## config.mk

```make
export PLATFORM = sky130hd
export DESIGN_NAME = cdb_arbiter
export DESIGN_NICKNAME = d
export VERILOG_FILES = /design/src/rtl/cdb_arbiter_pkg.sv /design/src/rtl/cdb_queue.sv /design/src/rtl/cdb_arbiter.sv
export SDC_FILE = /design/constraint.sdc
export NUM_CORES = 1
export LEC_CHECK = 0
export BUFFER_PORTS_ARGS = -buffer_cell sky130_fd_sc_hd__buf_4
export CORE_ASPECT_RATIO = 0.8
export CORE_MARGIN = 2
export CORE_UTILIZATION = 59
export DETAILED_ROUTE_END_ITERATION = 8
export PLACE_DENSITY = 0.83
export SYNTH_ARGS = -nofsm -noshare
export SYNTH_HDL_FRONTEND = slang
export SYNTH_SLANG_ARGS = --single-unit
```

## constraint.sdc

```tcl
create_clock -name clk -period 3.2 [get_ports clk]
set_clock_uncertainty 0.15 [all_clocks]
set_input_delay 0.48 -clock clk [delete_from_list [all_inputs] [get_ports clk]]
set_output_delay 0.48 -clock clk [all_outputs]
set_load 0.03 [all_outputs]
```

## src/rtl/cdb_arbiter_pkg.sv

```systemverilog
// Shared constants and helpers for the common-data-bus arbiter.
package cdb_arbiter_pkg;

  // Producer source indices
  localparam int unsigned CDB_SRC_ALU     = 0;
  localparam int unsigned CDB_SRC_LSB     = 1;

  // Default entries per source queue
  localparam int unsigned CDB_QUEUE_DEPTH = 4;

  // ROB tag 0 means "no dependency" and is never broadcast
  localparam int unsigned NO_DEP_TAG      = 0;

  // Round-robin successor of grant g among n sources
  function automatic int unsigned rr_next(input int unsigned g, input int unsigned n);
    return (g + 1 >= n) ? 0 : g + 1;
  endfunction

endpackage

```

## src/rtl/cdb_queue.sv

```systemverilog
// Single-source result FIFO feeding the CDB arbiter. A push into a full queue is
// accepted when the same cycle pops it; otherwise the push is dropped and flagged.
module cdb_queue #(
  parameter int unsigned DEPTH = 4,
  parameter int unsigned WIDTH = 37
) (
  input  logic             clk,
  input  logic             rst,
  input  logic             clr_i,
  input  logic             en_i,
  input  logic             push_i,
  input  logic             pop_i,
  input  logic [WIDTH-1:0] wdata_i,
  output logic [WIDTH-1:0] rdata_o,
  output logic             empty_o,
  output logic             next_full_o,
  output logic             overflow_o
);

  localparam int unsigned PTR_W = $clog2(DEPTH);
  localparam int unsigned OCC_W = PTR_W + 1;

  logic [WIDTH-1:0] mem_q [DEPTH];
  logic [PTR_W-1:0] head_q, tail_q;
  logic [OCC_W-1:0] occ_q, occ_d;
  logic             full;
  logic             active;
  logic             push_ok, pop_ok;

  assign full    = (occ_q == OCC_W'(DEPTH));
  assign empty_o = (occ_q == '0);
  assign active  = en_i && !clr_i;
  assign pop_ok  = active && pop_i && !empty_o;
  assign push_ok = active && push_i && (!full || pop_ok);

  // Dropped push: queue full and not drained this cycle
  assign overflow_o  = active && push_i && full && !pop_ok;
  assign rdata_o     = mem_q[head_q];
  assign next_full_o = (occ_d == OCC_W'(DEPTH));

  // Next occupancy; a flush empties the queue regardless of push/pop
  always_comb begin
    occ_d = occ_q;
    if (clr_i) begin
      occ_d = '0;
    end else if (push_ok && !pop_ok) begin
      occ_d = occ_q + OCC_W'(1);
    end else if (!push_ok && pop_ok) begin
      occ_d = occ_q - OCC_W'(1);
    end
  end

  // Pointer and occupancy state; pointers wrap naturally as DEPTH is a power of two
  always_ff @(posedge clk) begin
    if (rst) begin
      head_q <= '0;
      tail_q <= '0;
      occ_q  <= '0;
    end else begin
      occ_q <= occ_d;
      if (clr_i) begin
        head_q <= '0;
        tail_q <= '0;
      end else begin
        if (push_ok) tail_q <= tail_q + PTR_W'(1);
        if (pop_ok)  head_q <= head_q + PTR_W'(1);
      end
    end
  end

  // Entry storage, no reset needed since occupancy guards reads
  always_ff @(posedge clk) begin
    if (push_ok) mem_q[tail_q] <= wdata_i;
  end

endmodule

```

## src/rtl/cdb_arbiter.sv

```systemverilog
// Common-data-bus arbiter: per-source queues served round-robin onto one
// registered broadcast bus.
module cdb_arbiter
  import cdb_arbiter_pkg::*;
#(
  parameter int unsigned NUM_SRC     = 2,
  parameter int unsigned QUEUE_DEPTH = CDB_QUEUE_DEPTH,
  parameter int unsigned TAG_W       = 5,
  parameter int unsigned DATA_W      = 32
) (
  input  logic                      clk,
  input  logic                      rst,
  input  logic                      rdy_i,
  input  logic                      clr_i,
  input  logic [NUM_SRC-1:0]        src_valid_i,
  input  logic [NUM_SRC*TAG_W-1:0]  src_tag_i,
  input  logic [NUM_SRC*DATA_W-1:0] src_val_i,
  output logic [NUM_SRC-1:0]        src_next_full_o,
  output logic                      cdb_valid_o,
  output logic [TAG_W-1:0]          cdb_tag_o,
  output logic [DATA_W-1:0]         cdb_val_o,
  output logic                      err_overflow_o
);

  localparam int unsigned ENTRY_W = TAG_W + DATA_W;
  localparam int unsigned IDX_W   = (NUM_SRC > 1) ? $clog2(NUM_SRC) : 1;

  logic [ENTRY_W-1:0] head [NUM_SRC];
  logic [NUM_SRC-1:0] empty, pop, push_req, overflow;
  logic [IDX_W-1:0]   rr_ptr_q, grant_idx;
  logic               grant_valid;
  int unsigned        cand;
  logic               cdb_valid_q, err_overflow_q;
  logic [TAG_W-1:0]   cdb_tag_q;
  logic [DATA_W-1:0]  cdb_val_q;

  for (genvar i = 0; i < NUM_SRC; i++) begin : g_src
    // Tag 0 results carry no dependency and are discarded silently
    assign push_req[i] = src_valid_i[i] &&
                         (src_tag_i[i*TAG_W +: TAG_W] != TAG_W'(NO_DEP_TAG));
    assign pop[i]      = grant_valid && (grant_idx == IDX_W'(i));

    cdb_queue #(
      .DEPTH (QUEUE_DEPTH),
      .WIDTH (ENTRY_W)
    ) u_queue (
      .clk         (clk),
      .rst         (rst),
      .clr_i       (clr_i),
      .en_i        (rdy_i),
      .push_i      (push_req[i]),
      .pop_i       (pop[i]),
      .wdata_i     ({src_tag_i[i*TAG_W +: TAG_W], src_val_i[i*DATA_W +: DATA_W]}),
      .rdata_o     (head[i]),
      .empty_o     (empty[i]),
      .next_full_o (src_next_full_o[i]),
      .overflow_o  (overflow[i])
    );
  end

  // Round-robin search: first non-empty queue starting at rr_ptr wins
  always_comb begin
    grant_valid = 1'b0;
    grant_idx   = rr_ptr_q;
    cand        = 0;
    for (int unsigned k = 0; k < NUM_SRC; k++) begin
      cand = (32'(rr_ptr_q) + k) % NUM_SRC;
      if (!grant_valid && !empty[cand]) begin
        grant_valid = 1'b1;
        grant_idx   = IDX_W'(cand);
      end
    end
  end

  // Broadcast register and round-robin pointer; flush beats the rdy stall
  always_ff @(posedge clk) begin
    if (rst) begin
      cdb_valid_q <= 1'b0;
      cdb_tag_q   <= '0;
      cdb_val_q   <= '0;
      rr_ptr_q    <= '0;
    end else if (clr_i) begin
      cdb_valid_q <= 1'b0;
      rr_ptr_q    <= '0;
    end else if (rdy_i) begin
      cdb_valid_q <= grant_valid;
      if (grant_valid) begin
        {cdb_tag_q, cdb_val_q} <= head[grant_idx];
        rr_ptr_q               <= IDX_W'(rr_next(32'(grant_idx), NUM_SRC));
      end
    end
  end

  // Sticky overflow flag, survives flushes
  always_ff @(posedge clk) begin
    if (rst) begin
      err_overflow_q <= 1'b0;
    end else if (|overflow) begin
      err_overflow_q <= 1'b1;
    end
  end

  assign cdb_valid_o    = cdb_valid_q;
  assign cdb_tag_o      = cdb_tag_q;
  assign cdb_val_o      = cdb_val_q;
  assign err_overflow_o = err_overflow_q;

endmodule

```

==> results of run 1 <==
==> registers in the layout, summed over array words and instances, names as in the netlist, named ones only <==
name and count:
rr_ptr_q 1, cdb_valid_o 1, cdb_val_o 32, g_src.u_queue.head_q 4
cdb_tag_o 5, g_src.u_queue.occ_q 6, g_src.u_queue.tail_q 4, g_src.u_queue.mem_q 296
err_overflow_o 1
==> repair_timing <==
item                       in CTS  in global routing
setup endpoints to repair       2                  2
resized for setup              13                 14
hold buffers                    0                  0
pin swaps                       5                 13
buffers inserted                5                 10
==> power groups by stage <==
stage | combinational, W | clock, W | sequential [W]
after global routing | 0.000391 | 0.00425 | 0.00506
after floorplan | 0.000128 | 0 | 0.00517
after detailed placement | 0.000339 | 0 | 0.00516
final | 0.000369 | 0.00403 | 0.00506
after CTS | 0.000352 | 0.00407 | 0.00506
after global placement | 0.000318 | 0 | 0.00515
==> how the worst max path moves through the flow <==
stage	start	end	slack (ns)	cells past startpoint
finish	g_src[1].u_queue.occ_q[1]$_SDFF_PP0_	src_next_full_o[0]	-0.04	8
global route	g_src[1].u_queue.occ_q[1]$_SDFF_PP0_	src_next_full_o[0]	-0.11	9
CTS	g_src[1].u_queue.occ_q[1]$_SDFF_PP0_	src_next_full_o[1]	-0.07	9
detailed placement	src_tag_i[0]	src_next_full_o[0]	0.25	8
global placement	src_tag_i[0]	src_next_full_o[0]	0.30	8
floorplan	g_src[0].u_queue.occ_q[1]$_SDFF_PP0_	g_src[1].u_queue.mem_q[1][0]$_DFFE_PP_	0.25	6
==> kinds of logic after synthesis <==
logic type	synth area share, %
AO/OA/AOI/OAI	5.13
adder cells (fa/ha/maj)	1.39
AND/OR/NAND/NOR	3.51
XOR/XNOR	0.590
multiplexers	12.6
buffers and inverters	1.53
flip-flops	75.2
==> worst max-delay path, stage by stage, from the launching register on <==
cell      delay (ns)
dfxtp_2         0.35
inv_2           0.06
ha_4            0.17
and2b_2         0.25
o211ai_4        0.33
nand3_2         0.14
a311o_1         0.41
and4b_1         0.26
buf_6           0.15
==> cells in the final DEF, fill, tap and decap left out, types with 3 or more instances in the layout <==
cell type / netlist / final
edfxtp_1: 296 / 296
nand2_1: 43 / 43
dfxtp_1: 58 / 50
clkbuf_8: 0 / 3
clkbuf_1: 19 / 12
buf_4: 4 / 153
nor2_1: 22 / 22
dfxtp_2: 0 / 6
bufinv_16: 0 / 4
a22oi_1: 36 / 36
ha_1: 14 / 12
xnor2_1: 6 / 6
inv_2: 0 / 4
buf_12: 0 / 7
clkbuf_16: 0 / 35
and2_2: 0 / 8
xor2_1: 3 / 3
mux4_2: 74 / 74
inv_1: 9 / 5
a21oi_1: 44 / 42
clkinv_2: 0 / 3
==> layout make-up <==
| cell class | count | area, µm² |
|---|---|---|
| Timing Repair Buffer | 162 | 1310 |
| Fill cell | 1239 | 6230 |
| Antenna cell | 1 | 2.50 |
| Tap cell | 306 | 383 |
| Clock buffer | 50 | 962 |
| Inverter | 9 | 33.8 |
| Multi-Input combinational cell | 294 | 3230 |
| Sequential cell | 354 | 10100 |
| Clock inverter | 11 | 159 |
==> metrics by stage <==
| stage | std cells | setup TNS, ns |
|---|---|---|
| after floorplan | 694 | 0 |
| after global placement | 1110 | 0 |
| after detailed placement | 1110 | 0 |
| after CTS | 1176 | -0.106 |
| after global routing | 1186 | -0.174 |
| final | 1187 | -0.0402 |
==> routing by layer <==
layer,track usage (%),share of wire (%)
met5,0,0.042
met4,9.07,3.1
met3,6.79,9.8
met2,42.9,49
met1,35.6,38
==> metrics.txt, run 1 <==
# TYPE chip_impl_metric gauge
chip_impl_info{name="outcome",value="finished with violations"} 1
chip_impl_info{name="violated_checks",value="setup timing"} 1
chip_impl_metric{name="gr-usage-all-layers",unit="%"} 26.5
chip_impl_metric{name="switching_share",unit="%"} 19.5
chip_impl_metric{name="synth_largest_type_area_fraction",unit="%"} 66.5
chip_impl_metric{name="internal-power",unit="W"} 0.00761
chip_impl_metric{name="dp.final_hpwl",unit="µm"} 18100
chip_impl_metric{name="clockBufferDepth",unit=""} 3
chip_impl_metric{name="core_rows",unit=""} 49
chip_impl_metric{name="switching_power",unit="W"} 0.00185
chip_impl_metric{name="globalRoute.totalOverflow",unit=""} 0
chip_impl_metric{name="dieHeight",unit="µm"} 139
chip_impl_metric{name="width_of_the_die",unit="µm"} 172
chip_impl_metric{name="mappedNetlistNets",unit=""} 788
chip_impl_metric{name="worst_ep_required_time",unit="ns"} 2.57
chip_impl_metric{name="async_reset_ff_share",unit="%"} 0
chip_impl_info{name="terminating_pin_of_the_worst_hold_path",value="g_src[1].u_queue.mem_q[3][2]$_DFFE_PP_"} 1
chip_impl_info{name="timing.hold.worst.start",value="src_val_i[34]"} 1
chip_impl_metric{name="finalCoreUtilization",unit="%"} 72.1
chip_impl_info{name="min_path_type",value="in -> reg"} 1
chip_impl_metric{name="first_global_vias",unit=""} 7791
chip_impl_info{name="reg2reg_end",value="g_src[0].u_queue.mem_q[0][19]$_DFFE_PP_"} 1
chip_impl_metric{name="cp.arrival",unit="ns"} 2.61
chip_impl_metric{name="slew_headroom",unit="%"} 49.0
chip_impl_metric{name="drc",unit=""} 0
chip_impl_metric{name="r2r_slack",unit="ns"} 0.50
chip_impl_metric{name="syn_area_per_cell",unit="µm²"} 19.2
chip_impl_metric{name="fin_total_pwr",unit="W"} 0.00946
chip_impl_metric{name="synthDistinctLibCells",unit=""} 46
chip_impl_info{name="synth_commonest_cells",value="edfxtp_1, mux4_2, dfxtp_1, a21oi_1, nand2_1"} 1
chip_impl_metric{name="drt_first_pass_iters",unit=""} 6
chip_impl_metric{name="period_needed",unit="ns"} 3.24
chip_impl_metric{name="post-route-period-util",unit="%"} 101
chip_impl_metric{name="crit_fanout",unit=""} 7
chip_impl_metric{name="power_density_cells",unit="mW/mm²"} 586
chip_impl_metric{name="seq_power_share",unit="%"} 53.5
chip_impl_metric{name="largest_net_degree_at_the_start_of_global_routing",unit=""} 43
chip_impl_info{name="unrepaired_setup_endpoints_after_global_routing",value="true"} 1
chip_impl_info{name="cts_tree",value="built"} 1
chip_impl_info{name="synth_largest_area_cell",value="edfxtp_1"} 1
chip_impl_metric{name="cts_sinks",unit=""} 354
chip_impl_info{name="synthFlopType",value="edfxtp_1"} 1
chip_impl_metric{name="core-area",unit="mm²"} 0.0224
chip_impl_metric{name="wl_per_cell",unit="µm"} 26.2
chip_impl_metric{name="clock.fmax",unit="MHz"} 309
chip_impl_info{name="worst_setup_path_start_kind",value="flip-flop"} 1
chip_impl_metric{name="port_buffers",unit=""} 120
chip_impl_metric{name="place.gp.congestion",unit=""} 0.828
chip_impl_metric{name="synth.yosys.seq_area_share",unit="%"} 75.2
chip_impl_metric{name="drv_slew",unit=""} 0
chip_impl_info{name="critical_path_class",value="reg -> out"} 1
chip_impl_metric{name="synth_area",unit="mm²"} 0.0134
chip_impl_metric{name="htree_num_levels",unit=""} 2
chip_impl_metric{name="drive_above_1_share",unit="%"} 37.7
chip_impl_metric{name="antenna_left",unit=""} 0
chip_impl_metric{name="combPwrFrac",unit="%"} 3.9
chip_impl_metric{name="power.ir.vdd_worst",unit="µV"} 423
chip_impl_metric{name="ys_ff_latch",unit=""} 354
chip_impl_metric{name="num_vias",unit=""} 7406
chip_impl_metric{name="start_util",unit="%"} 59.7
chip_impl_metric{name="hold_ws",unit="ns"} 0.0125
chip_impl_metric{name="cts_inserted_buffers",unit=""} 34
chip_impl_metric{name="min_delay_path_depth",unit=""} 1
chip_impl_metric{name="via_per_inst",unit=""} 6.24
chip_impl_metric{name="clkLatencyLatePin",unit="ns"} 0.51
chip_impl_info{name="setup.worst_path.end_class",value="output port"} 1
chip_impl_metric{name="design.final.nets",unit=""} 949
chip_impl_metric{name="drt-initial-drc-count",unit=""} 901
chip_impl_info{name="ctsRootBufferMaster",value="clkbuf_16"} 1
chip_impl_metric{name="die-area",unit="mm²"} 0.0239
chip_impl_metric{name="syn-instance-count",unit=""} 694
chip_impl_metric{name="tightest_slew",unit="ns"} 0.765
chip_impl_metric{name="leakage",unit="nW"} 5.31
chip_impl_metric{name="max-cap-violations",unit=""} 0
chip_impl_metric{name="grt_antenna_before_repair",unit=""} 1
chip_impl_metric{name="clkPwrFrac",unit="%"} 42.6
chip_impl_info{name="synthMostInstantiatedCell",value="edfxtp_1"} 1
chip_impl_metric{name="setup-violations-final",unit=""} 1
chip_impl_metric{name="final_critical_path_setup_slack",unit="ns"} -0.0402
chip_impl_metric{name="report.final.hold_viol_count",unit=""} 0
chip_impl_metric{name="worst-r2r-cell-count",unit=""} 8
chip_impl_info{name="critical_r2r_launch",value="g_src[1].u_queue.occ_q[1]$_SDFF_PP0_"} 1
chip_impl_metric{name="io-pin-count",unit=""} 121
chip_impl_metric{name="clk_pin_slew_worst_paths",unit="ns"} 0.06
chip_impl_metric{name="synth_enable_flop_cells",unit=""} 296
chip_impl_metric{name="wirelength",unit="µm"} 31100
chip_impl_metric{name="ys_warn_count",unit=""} 0
chip_impl_metric{name="post_layout_inst_area",unit="mm²"} 0.0161
chip_impl_metric{name="area.growth.synth_to_final",unit="%"} 20.9
chip_impl_info{name="top_cells_by_area_synth",value="edfxtp_1, mux4_2, dfxtp_1"} 1
chip_impl_metric{name="grt_first_pass_wirelength",unit="µm"} 46100
chip_impl_metric{name="placed_area",unit="mm²"} 0.0148
chip_impl_metric{name="detailedPlace.worstSlack",unit="ns"} 0.246
No activity file was read; power rests on OpenSTA's default activity.
==> run 2: changes to the inputs <==
- CORE_UTILIZATION: 59 -> 40
- GPL_TIMING_DRIVEN: default -> 0
- PLACE_DENSITY: 0.83 -> 0.61
==> metrics.txt, run 2 (same netlist as run 1, synthesis figures left out) <==
# TYPE chip_impl_metric gauge
chip_impl_info{name="outcome",value="finished with violations"} 1
chip_impl_info{name="violated_checks",value="setup timing"} 1
chip_impl_metric{name="wirelength",unit="µm"} 30200
chip_impl_info{name="crit_path_frequent_cell",value="nand2_2"} 1
chip_impl_metric{name="layout.cells.non_filler",unit=""} 1380
chip_impl_metric{name="start_util",unit="%"} 40.9
chip_impl_metric{name="cts_inserted_buffers",unit=""} 36
chip_impl_info{name="unrepaired_setup_endpoints_after_global_routing",value="true"} 1
chip_impl_metric{name="max-cap-violations",unit=""} 0
chip_impl_metric{name="htree_num_levels",unit=""} 2
chip_impl_info{name="layout.cells.most_common_list",value="edfxtp_1, buf_4, mux4_2, dfxtp_1, dlygate4sd3_1"} 1
chip_impl_metric{name="area.growth.synth_to_final",unit="%"} 26.3
chip_impl_metric{name="cts_sinks",unit=""} 354
chip_impl_metric{name="width_of_the_die",unit="µm"} 208
chip_impl_metric{name="core-area",unit="mm²"} 0.0327
chip_impl_info{name="largest_delay_share_family_worst_path",value="simple AND/OR/NAND/NOR gates"} 1
chip_impl_metric{name="switching_power",unit="W"} 0.00195
chip_impl_info{name="min_path_type",value="in -> reg"} 1
chip_impl_info{name="worst_path_max_delay_cell",value="dfxtp_2"} 1
chip_impl_metric{name="design.final.nets",unit=""} 1017
chip_impl_metric{name="tightest_slew",unit="ns"} 0.792
chip_impl_metric{name="internal-power",unit="W"} 0.00761
chip_impl_info{name="ctsRootBufferMaster",value="clkbuf_16"} 1
chip_impl_info{name="worstPathCellList",value="inv_4 > ha_4 > and2b_2 > buf_12 > a211oi_4 > nand2_2 > nand2_2 > xnor2_2 > nor4_2 > buf_4 > buf_6"} 1
chip_impl_metric{name="antenna_left",unit=""} 0
chip_impl_metric{name="combPwrFrac",unit="%"} 4.4
chip_impl_metric{name="wl_per_cell",unit="µm"} 21.9
chip_impl_metric{name="dp.cells",unit=""} 1248
chip_impl_metric{name="drv_slew",unit=""} 0
chip_impl_metric{name="hold_ws",unit="ns"} 0.0124
chip_impl_metric{name="power_density_cells",unit="mW/mm²"} 567
chip_impl_metric{name="period_needed",unit="ns"} 3.24
chip_impl_metric{name="clockBufferDepth",unit=""} 3
chip_impl_metric{name="max_stage_delay",unit="ns"} 0.35
chip_impl_metric{name="first_global_vias",unit=""} 7452
chip_impl_metric{name="dieHeight",unit="µm"} 167
chip_impl_info{name="leading_cell_type_in_the_layout_fill_and_taps_excluded",value="edfxtp_1"} 1
chip_impl_metric{name="grt_first_pass_wirelength",unit="µm"} 45500
chip_impl_metric{name="fill_count",unit=""} 2695
chip_impl_info{name="setup.worst_path.end_class",value="output port"} 1
chip_impl_metric{name="die-area",unit="mm²"} 0.0349
chip_impl_info{name="cts_tree",value="built"} 1
chip_impl_metric{name="num_vias",unit=""} 7270
chip_impl_metric{name="switching_share",unit="%"} 20.4
chip_impl_metric{name="globalRoute.totalOverflow",unit=""} 0
chip_impl_metric{name="io-pin-count",unit=""} 121
chip_impl_metric{name="dp.final_hpwl",unit="µm"} 19400
chip_impl_metric{name="core_rows",unit=""} 59
chip_impl_metric{name="clk_pin_slew_worst_paths",unit="ns"} 0.06
chip_impl_metric{name="drc",unit=""} 0
chip_impl_metric{name="crit_fanout",unit=""} 4
chip_impl_metric{name="worst-path-buf-inv",unit=""} 4
chip_impl_metric{name="leakage",unit="nW"} 5.58
chip_impl_metric{name="gr-usage-all-layers",unit="%"} 17.5
chip_impl_metric{name="setup-violations-final",unit=""} 2
chip_impl_metric{name="via_per_inst",unit=""} 5.27
chip_impl_metric{name="worst_ep_required_time",unit="ns"} 2.57
chip_impl_metric{name="post-route-period-util",unit="%"} 101
chip_impl_info{name="critical_path_class",value="reg -> out"} 1
chip_impl_metric{name="seq_power_share",unit="%"} 52.9
chip_impl_metric{name="area.sequential",unit="mm²"} 0.0101
chip_impl_metric{name="r2r_slack",unit="ns"} 0.23
chip_impl_metric{name="drive_above_1_share",unit="%"} 34.4
chip_impl_metric{name="drt_first_pass_iters",unit=""} 5
chip_impl_metric{name="power.ir.vdd_worst",unit="µV"} 431
chip_impl_metric{name="largest_net_degree_at_the_start_of_global_routing",unit=""} 23
chip_impl_metric{name="final_critical_path_setup_slack",unit="ns"} -0.0435
chip_impl_info{name="worst_setup_path_start_kind",value="flip-flop"} 1
chip_impl_metric{name="report.final.hold_viol_count",unit=""} 0
chip_impl_metric{name="clock.fmax",unit="MHz"} 308
chip_impl_metric{name="cp.arrival",unit="ns"} 2.61
chip_impl_metric{name="port_buffers",unit=""} 119
chip_impl_metric{name="clkLatencyLatePin",unit="ns"} 0.53
chip_impl_metric{name="drt-initial-drc-count",unit=""} 602
chip_impl_metric{name="clkPwrFrac",unit="%"} 42.8
chip_impl_metric{name="place.gp.congestion",unit=""} 0.747
chip_impl_metric{name="largest_register_ffs",unit=""} 296
chip_impl_metric{name="grt_antenna_before_repair",unit=""} 2
chip_impl_metric{name="finalCoreUtilization",unit="%"} 51.6
chip_impl_metric{name="area_taken_by_multi_input_logic_gates",unit="mm²"} 0.00322
chip_impl_metric{name="slew_headroom",unit="%"} 47.2
chip_impl_metric{name="detailedPlace.worstSlack",unit="ns"} -0.0213
chip_impl_info{name="largest_register",value="g_src.u_queue.mem_q"} 1
## run 2: cell types whose count changed in the layout (fill, tap and decap cells not counted), moves of 3 or more
cell,change
buf_2,+13
clkbuf_8,+3
buf_4,-22
clkbuf_1,+18
dfxtp_1,+4
clkbuf_16,+4
and2_4,+4
and2_2,-4
clkinv_2,+3
dlygate4sd3_1,+52
bufinv_16,-4
## run 2: cell type report
| type | count | share of cell area [%] |
|---|---|---|
| clock inverters | 10 | 0.341 |
| plain buffers | 36 | 0.964 |
| well taps | 427 | 3.17 |
| inverters | 9 | 0.215 |
| diodes | 2 | 0.0297 |
| multi-input cells | 294 | 19.1 |
| flip-flops and latches | 354 | 59.6 |
| clock buffers | 56 | 6.52 |
| repair buffers | 192 | 10.1 |
## run 2: metal layers
layer / wire, µm / vias to the layer above / global-route usage [%]
met4: 529 / 0 / 4.41
met5: 0 / - / 0
met2: 13800 / 255 / 26.4
li1: - / 3249 / -
met1: 13800 / 3714 / 25.9
met3: 2080 / 52 / 3.69
## run 2: repair_timing
| item | in CTS | in global routing |
|---|---|---|
| hold buffers | 52 | 0 |
| gates resized for setup | 17 | 16 |
| buffers inserted | 7 | 6 |
| endpoints found under the setup margin | 35 | 78 |
| hold endpoints to repair | 203 | 0 |
| pin swaps | 10 | 13 |
## run 2: worst paths after layout
check	start	endpoint	cells after the start
setup / recovery	g_src[1].u_queue.occ_q[0]$_SDFF_PP0_	src_next_full_o[1]	11
setup reg to reg	g_src[0].u_queue.occ_q[0]$_SDFF_PP0_	g_src[1].u_queue.mem_q[3][7]$_DFFE_PP_	7
hold / removal	src_val_i[62]	g_src[1].u_queue.mem_q[0][30]$_DFFE_PP_	1
hold reg to reg	cdb_tag_o[1]$_SDFFE_PP0P_	cdb_tag_o[1]$_SDFFE_PP0P_	2
## run 2: through the flow
stage	total power, W	setup TNS, ns	area, µm²
after detailed placement	0.00550	-0.427	15000
after global routing	0.00986	-0.195	16900
after CTS	0.00965	0	16800
after global placement	0.00549	-265.35	14800
final	0.00957	-0.0532	16900
after floorplan	0.00530	0	13400
## run 2: power by group through the flow
stage	Clock [W]	Sequential [W]	Combinational, W
floorplan	0	0.00517	0.000128
detailed placement	0	0.00515	0.000347
finish	0.00409	0.00506	0.000420
CTS	0.00418	0.00506	0.000414
global placement	0	0.00516	0.000333
global route	0.00435	0.00506	0.000454
==> run 3: changes to the inputs <==
- CORE_UTILIZATION: 40 -> 45
- GPL_ROUTABILITY_DRIVEN: default -> 0
- PLACE_DENSITY: 0.61 -> 0.67
- SYNTH_HIERARCHICAL: default -> 1
==> metrics.txt, run 3 <==
# TYPE chip_impl_metric gauge
chip_impl_info{name="top_cells_by_area_synth",value="edfxtp_1, mux4_2, dfxtp_1"} 1
chip_impl_metric{name="ys_warn_count",unit=""} 6
chip_impl_metric{name="tightest_slew",unit="ns"} 0.719
chip_impl_metric{name="post-route-period-util",unit="%"} 112
chip_impl_metric{name="largest_register_ffs",unit=""} 296
chip_impl_metric{name="period_needed",unit="ns"} 3.59
chip_impl_metric{name="synthDistinctLibCells",unit=""} 48
chip_impl_metric{name="final_critical_path_setup_slack",unit="ns"} -0.394
chip_impl_metric{name="globalRoute.totalOverflow",unit=""} 0
chip_impl_info{name="critical_r2r_launch",value="g_src[0].u_queue/occ_q[1]$_SDFF_PP0_"} 1
chip_impl_metric{name="cts_sinks",unit=""} 354
chip_impl_metric{name="design.final.nets",unit=""} 1060
chip_impl_metric{name="leakage",unit="nW"} 5.58
chip_impl_metric{name="num_vias",unit=""} 8077
chip_impl_info{name="timing.critical_path.from",value="src_tag_i[2]"} 1
chip_impl_metric{name="worst_ep_required_time",unit="ns"} 2.57
chip_impl_metric{name="postCtsHoldBufs",unit=""} 0
chip_impl_metric{name="gr-usage-all-layers",unit="%"} 19.5
chip_impl_metric{name="synth_enable_flop_cells",unit=""} 296
chip_impl_metric{name="cts_inserted_buffers",unit=""} 36
chip_impl_metric{name="synth_area",unit="mm²"} 0.0142
chip_impl_metric{name="antenna_left",unit=""} 0
chip_impl_metric{name="width_of_the_die",unit="µm"} 203
chip_impl_metric{name="worst-r2r-cell-count",unit=""} 10
chip_impl_info{name="min_path_type",value="in -> reg"} 1
chip_impl_metric{name="wirelength",unit="µm"} 31800
chip_impl_metric{name="via_per_inst",unit=""} 5.72
chip_impl_metric{name="slew_headroom",unit="%"} 50.8
chip_impl_info{name="ctsRootBufferMaster",value="clkbuf_16"} 1
chip_impl_info{name="setup.worst_path.end_class",value="output port"} 1
chip_impl_metric{name="htree_num_levels",unit=""} 2
chip_impl_metric{name="dp.cells",unit=""} 1319
chip_impl_metric{name="hold_ws",unit="ns"} 0.0128
chip_impl_metric{name="drive_above_1_share",unit="%"} 39.2
chip_impl_info{name="outcome",value="finished with violations"} 1
chip_impl_info{name="leading_cell_type_in_the_layout_fill_and_taps_excluded",value="edfxtp_1"} 1
chip_impl_metric{name="grt_first_pass_wirelength",unit="µm"} 48400
chip_impl_info{name="worst_setup_path_start_kind",value="input port"} 1
chip_impl_info{name="synthMostInstantiatedCell",value="edfxtp_1"} 1
chip_impl_metric{name="drc",unit=""} 0
chip_impl_metric{name="core_rows",unit=""} 58
chip_impl_info{name="synth_commonest_cells",value="edfxtp_1, mux4_2, dfxtp_1, a2111oi_0, a21oi_1"} 1
chip_impl_metric{name="clock.fmax",unit="MHz"} 278
chip_impl_info{name="timing.hold.worst.start",value="src_val_i[35]"} 1
chip_impl_info{name="terminating_pin_of_the_worst_hold_path",value="g_src[1].u_queue/mem_q[1][3]$_DFFE_PP_"} 1
chip_impl_info{name="violated_checks",value="setup timing"} 1
chip_impl_metric{name="fill_count",unit=""} 2465
chip_impl_metric{name="clk_pin_slew_worst_paths",unit="ns"} 0.06
chip_impl_metric{name="cp.arrival",unit="ns"} 2.96
chip_impl_metric{name="drv_slew",unit=""} 0
chip_impl_metric{name="io-pin-count",unit=""} 121
chip_impl_metric{name="port_buffers",unit=""} 120
chip_impl_info{name="synth_largest_area_cell",value="edfxtp_1"} 1
chip_impl_metric{name="power.ir.vdd_worst",unit="µV"} 344
chip_impl_metric{name="start_util",unit="%"} 45.5
chip_impl_info{name="reg2reg_end",value="g_src[0].u_queue/mem_q[1][21]$_DFFE_PP_"} 1
chip_impl_metric{name="setup-violations-final",unit=""} 2
chip_impl_metric{name="wl_per_cell",unit="µm"} 22.6
chip_impl_metric{name="dieHeight",unit="µm"} 163
chip_impl_metric{name="synth_largest_type_area_fraction",unit="%"} 62.7
chip_impl_metric{name="r2r_slack",unit="ns"} 0.25
chip_impl_metric{name="drt_first_pass_iters",unit=""} 5
chip_impl_metric{name="dp.final_hpwl",unit="µm"} 21400
chip_impl_metric{name="syn_area_per_cell",unit="µm²"} 18.3
chip_impl_metric{name="largest_net_degree_at_the_start_of_global_routing",unit=""} 38
chip_impl_metric{name="max-cap-violations",unit=""} 0
chip_impl_metric{name="synth.yosys.seq_area_share",unit="%"} 70.8
chip_impl_metric{name="clkLatencyLatePin",unit="ns"} 0.51
chip_impl_info{name="unrepaired_setup_endpoints_after_global_routing",value="true"} 1
chip_impl_info{name="critical_path_class",value="in -> out"} 1
chip_impl_info{name="synthFlopType",value="edfxtp_1"} 1
chip_impl_metric{name="min_delay_path_depth",unit=""} 1
chip_impl_metric{name="mappedNetlistNets",unit=""} 869
chip_impl_metric{name="first_global_vias",unit=""} 8060
chip_impl_metric{name="die-area",unit="mm²"} 0.0330
chip_impl_metric{name="drt-initial-drc-count",unit=""} 823
chip_impl_info{name="cts_tree",value="built"} 1
chip_impl_metric{name="ys_ff_latch",unit=""} 354
chip_impl_metric{name="clockBufferDepth",unit=""} 3
chip_impl_metric{name="layout.cells.non_filler",unit=""} 1411
chip_impl_metric{name="grt_antenna_before_repair",unit=""} 1
chip_impl_metric{name="core-area",unit="mm²"} 0.0312
chip_impl_info{name="largest_register",value="g_src.u_queue/mem_q"} 1
chip_impl_info{name="layout.cells.most_common_list",value="edfxtp_1, buf_4, mux4_2, dfxtp_1, a2111oi_0"} 1
chip_impl_metric{name="area.growth.synth_to_final",unit="%"} 22.5
chip_impl_metric{name="crit_fanout",unit=""} 3
chip_impl_metric{name="setup_tns",unit="ns"} -0.684
chip_impl_metric{name="syn-instance-count",unit=""} 775
chip_impl_metric{name="power_density_cells",unit="mW/mm²"} 554
chip_impl_metric{name="report.final.hold_viol_count",unit=""} 0
chip_impl_metric{name="async_reset_ff_share",unit="%"} 0
## run 3: worst max-delay path, cell delays in order
cell and delay (ns):
buf_8 0.10, or4_4 0.52, o21a_1 0.24, or3b_4 0.45, nor3_4 0.29, a31oi_4 0.14
a2111oi_4 0.49, buf_4 0.24
## run 3: what timing repair did
item	CTS	global route
gates resized for setup	36	27
pin swaps	8	12
setup endpoints to repair	265	150
buffers inserted	22	8
## run 3: power breakdown
part	total, W	internal [W]	switching, W
clock	0.00415	0.00248	0.00168
sequential	0.00506	0.00504	0.0000210
combinational	0.000422	0.000172	0.000249
## run 3: worst max-delay path by stage
stage / to / slack (ns)
finish: src_next_full_o[0] / -0.39
floorplan: src_next_full_o[1] / -0.15
global route: src_next_full_o[0] / -0.44
global placement: g_src[1].u_queue/mem_q[0][18]$_DFFE_PP_ / -0.97
CTS: src_next_full_o[0] / -0.40
detailed placement: src_next_full_o[1] / -0.68
## run 3: layout make-up
cell class                      instances  area, µm²  area share, %
Clock buffer                           50       1020           5.90
Timing Repair Buffer                  154       1220           7.05
Buffer                                 58        328           1.89
Inverter                               18       96.3          0.555
Antenna cell                            1       2.50         0.0144
Multi-Input combinational cell        344       3970           22.9
Tap cell                              420        526           3.03
Sequential cell                       354      10100           57.9
Clock inverter                         12        136          0.785
## run 3: layer usage
layer / routed length, µm / GRT usage [%] / up-vias
met2: 14800 / 30.5 / 283
li1: - / - / 3646
met4: 794 / 5.34 / 0
met3: 1990 / 2.82 / 60
met1: 14200 / 28.8 / 4088
met5: 0 / 0 / -
## run 3: kinds of logic (layout without fill, tap and decap cells)
family          Yosys count  after routing  share of synthesized area (%)
fa+ha+maj                14             14                           1.23
simple gates            115            115                           4.80
other cells               0              1                              0
xor+xnor                  6              6                          0.370
mux                      78             78                           12.1
compound gates          131            131                           8.12
buf+inv                  77            292                           2.57
flops                   354            354                           70.8
## run 3: through the flow
step | power [W] | instance area [µm²] | util, % | setup WS, ns
finish | 0.00963 | 17400 | 55.7 | -0.394
global route | 0.00991 | 17400 | 55.7 | -0.436
CTS | 0.00969 | 17200 | 55.1 | -0.399
detailed placement | 0.00554 | 15700 | 50.4 | -0.676
global placement | 0.00553 | 15600 | 50.1 | -0.974
floorplan | 0.00533 | 14200 | - | -0.154
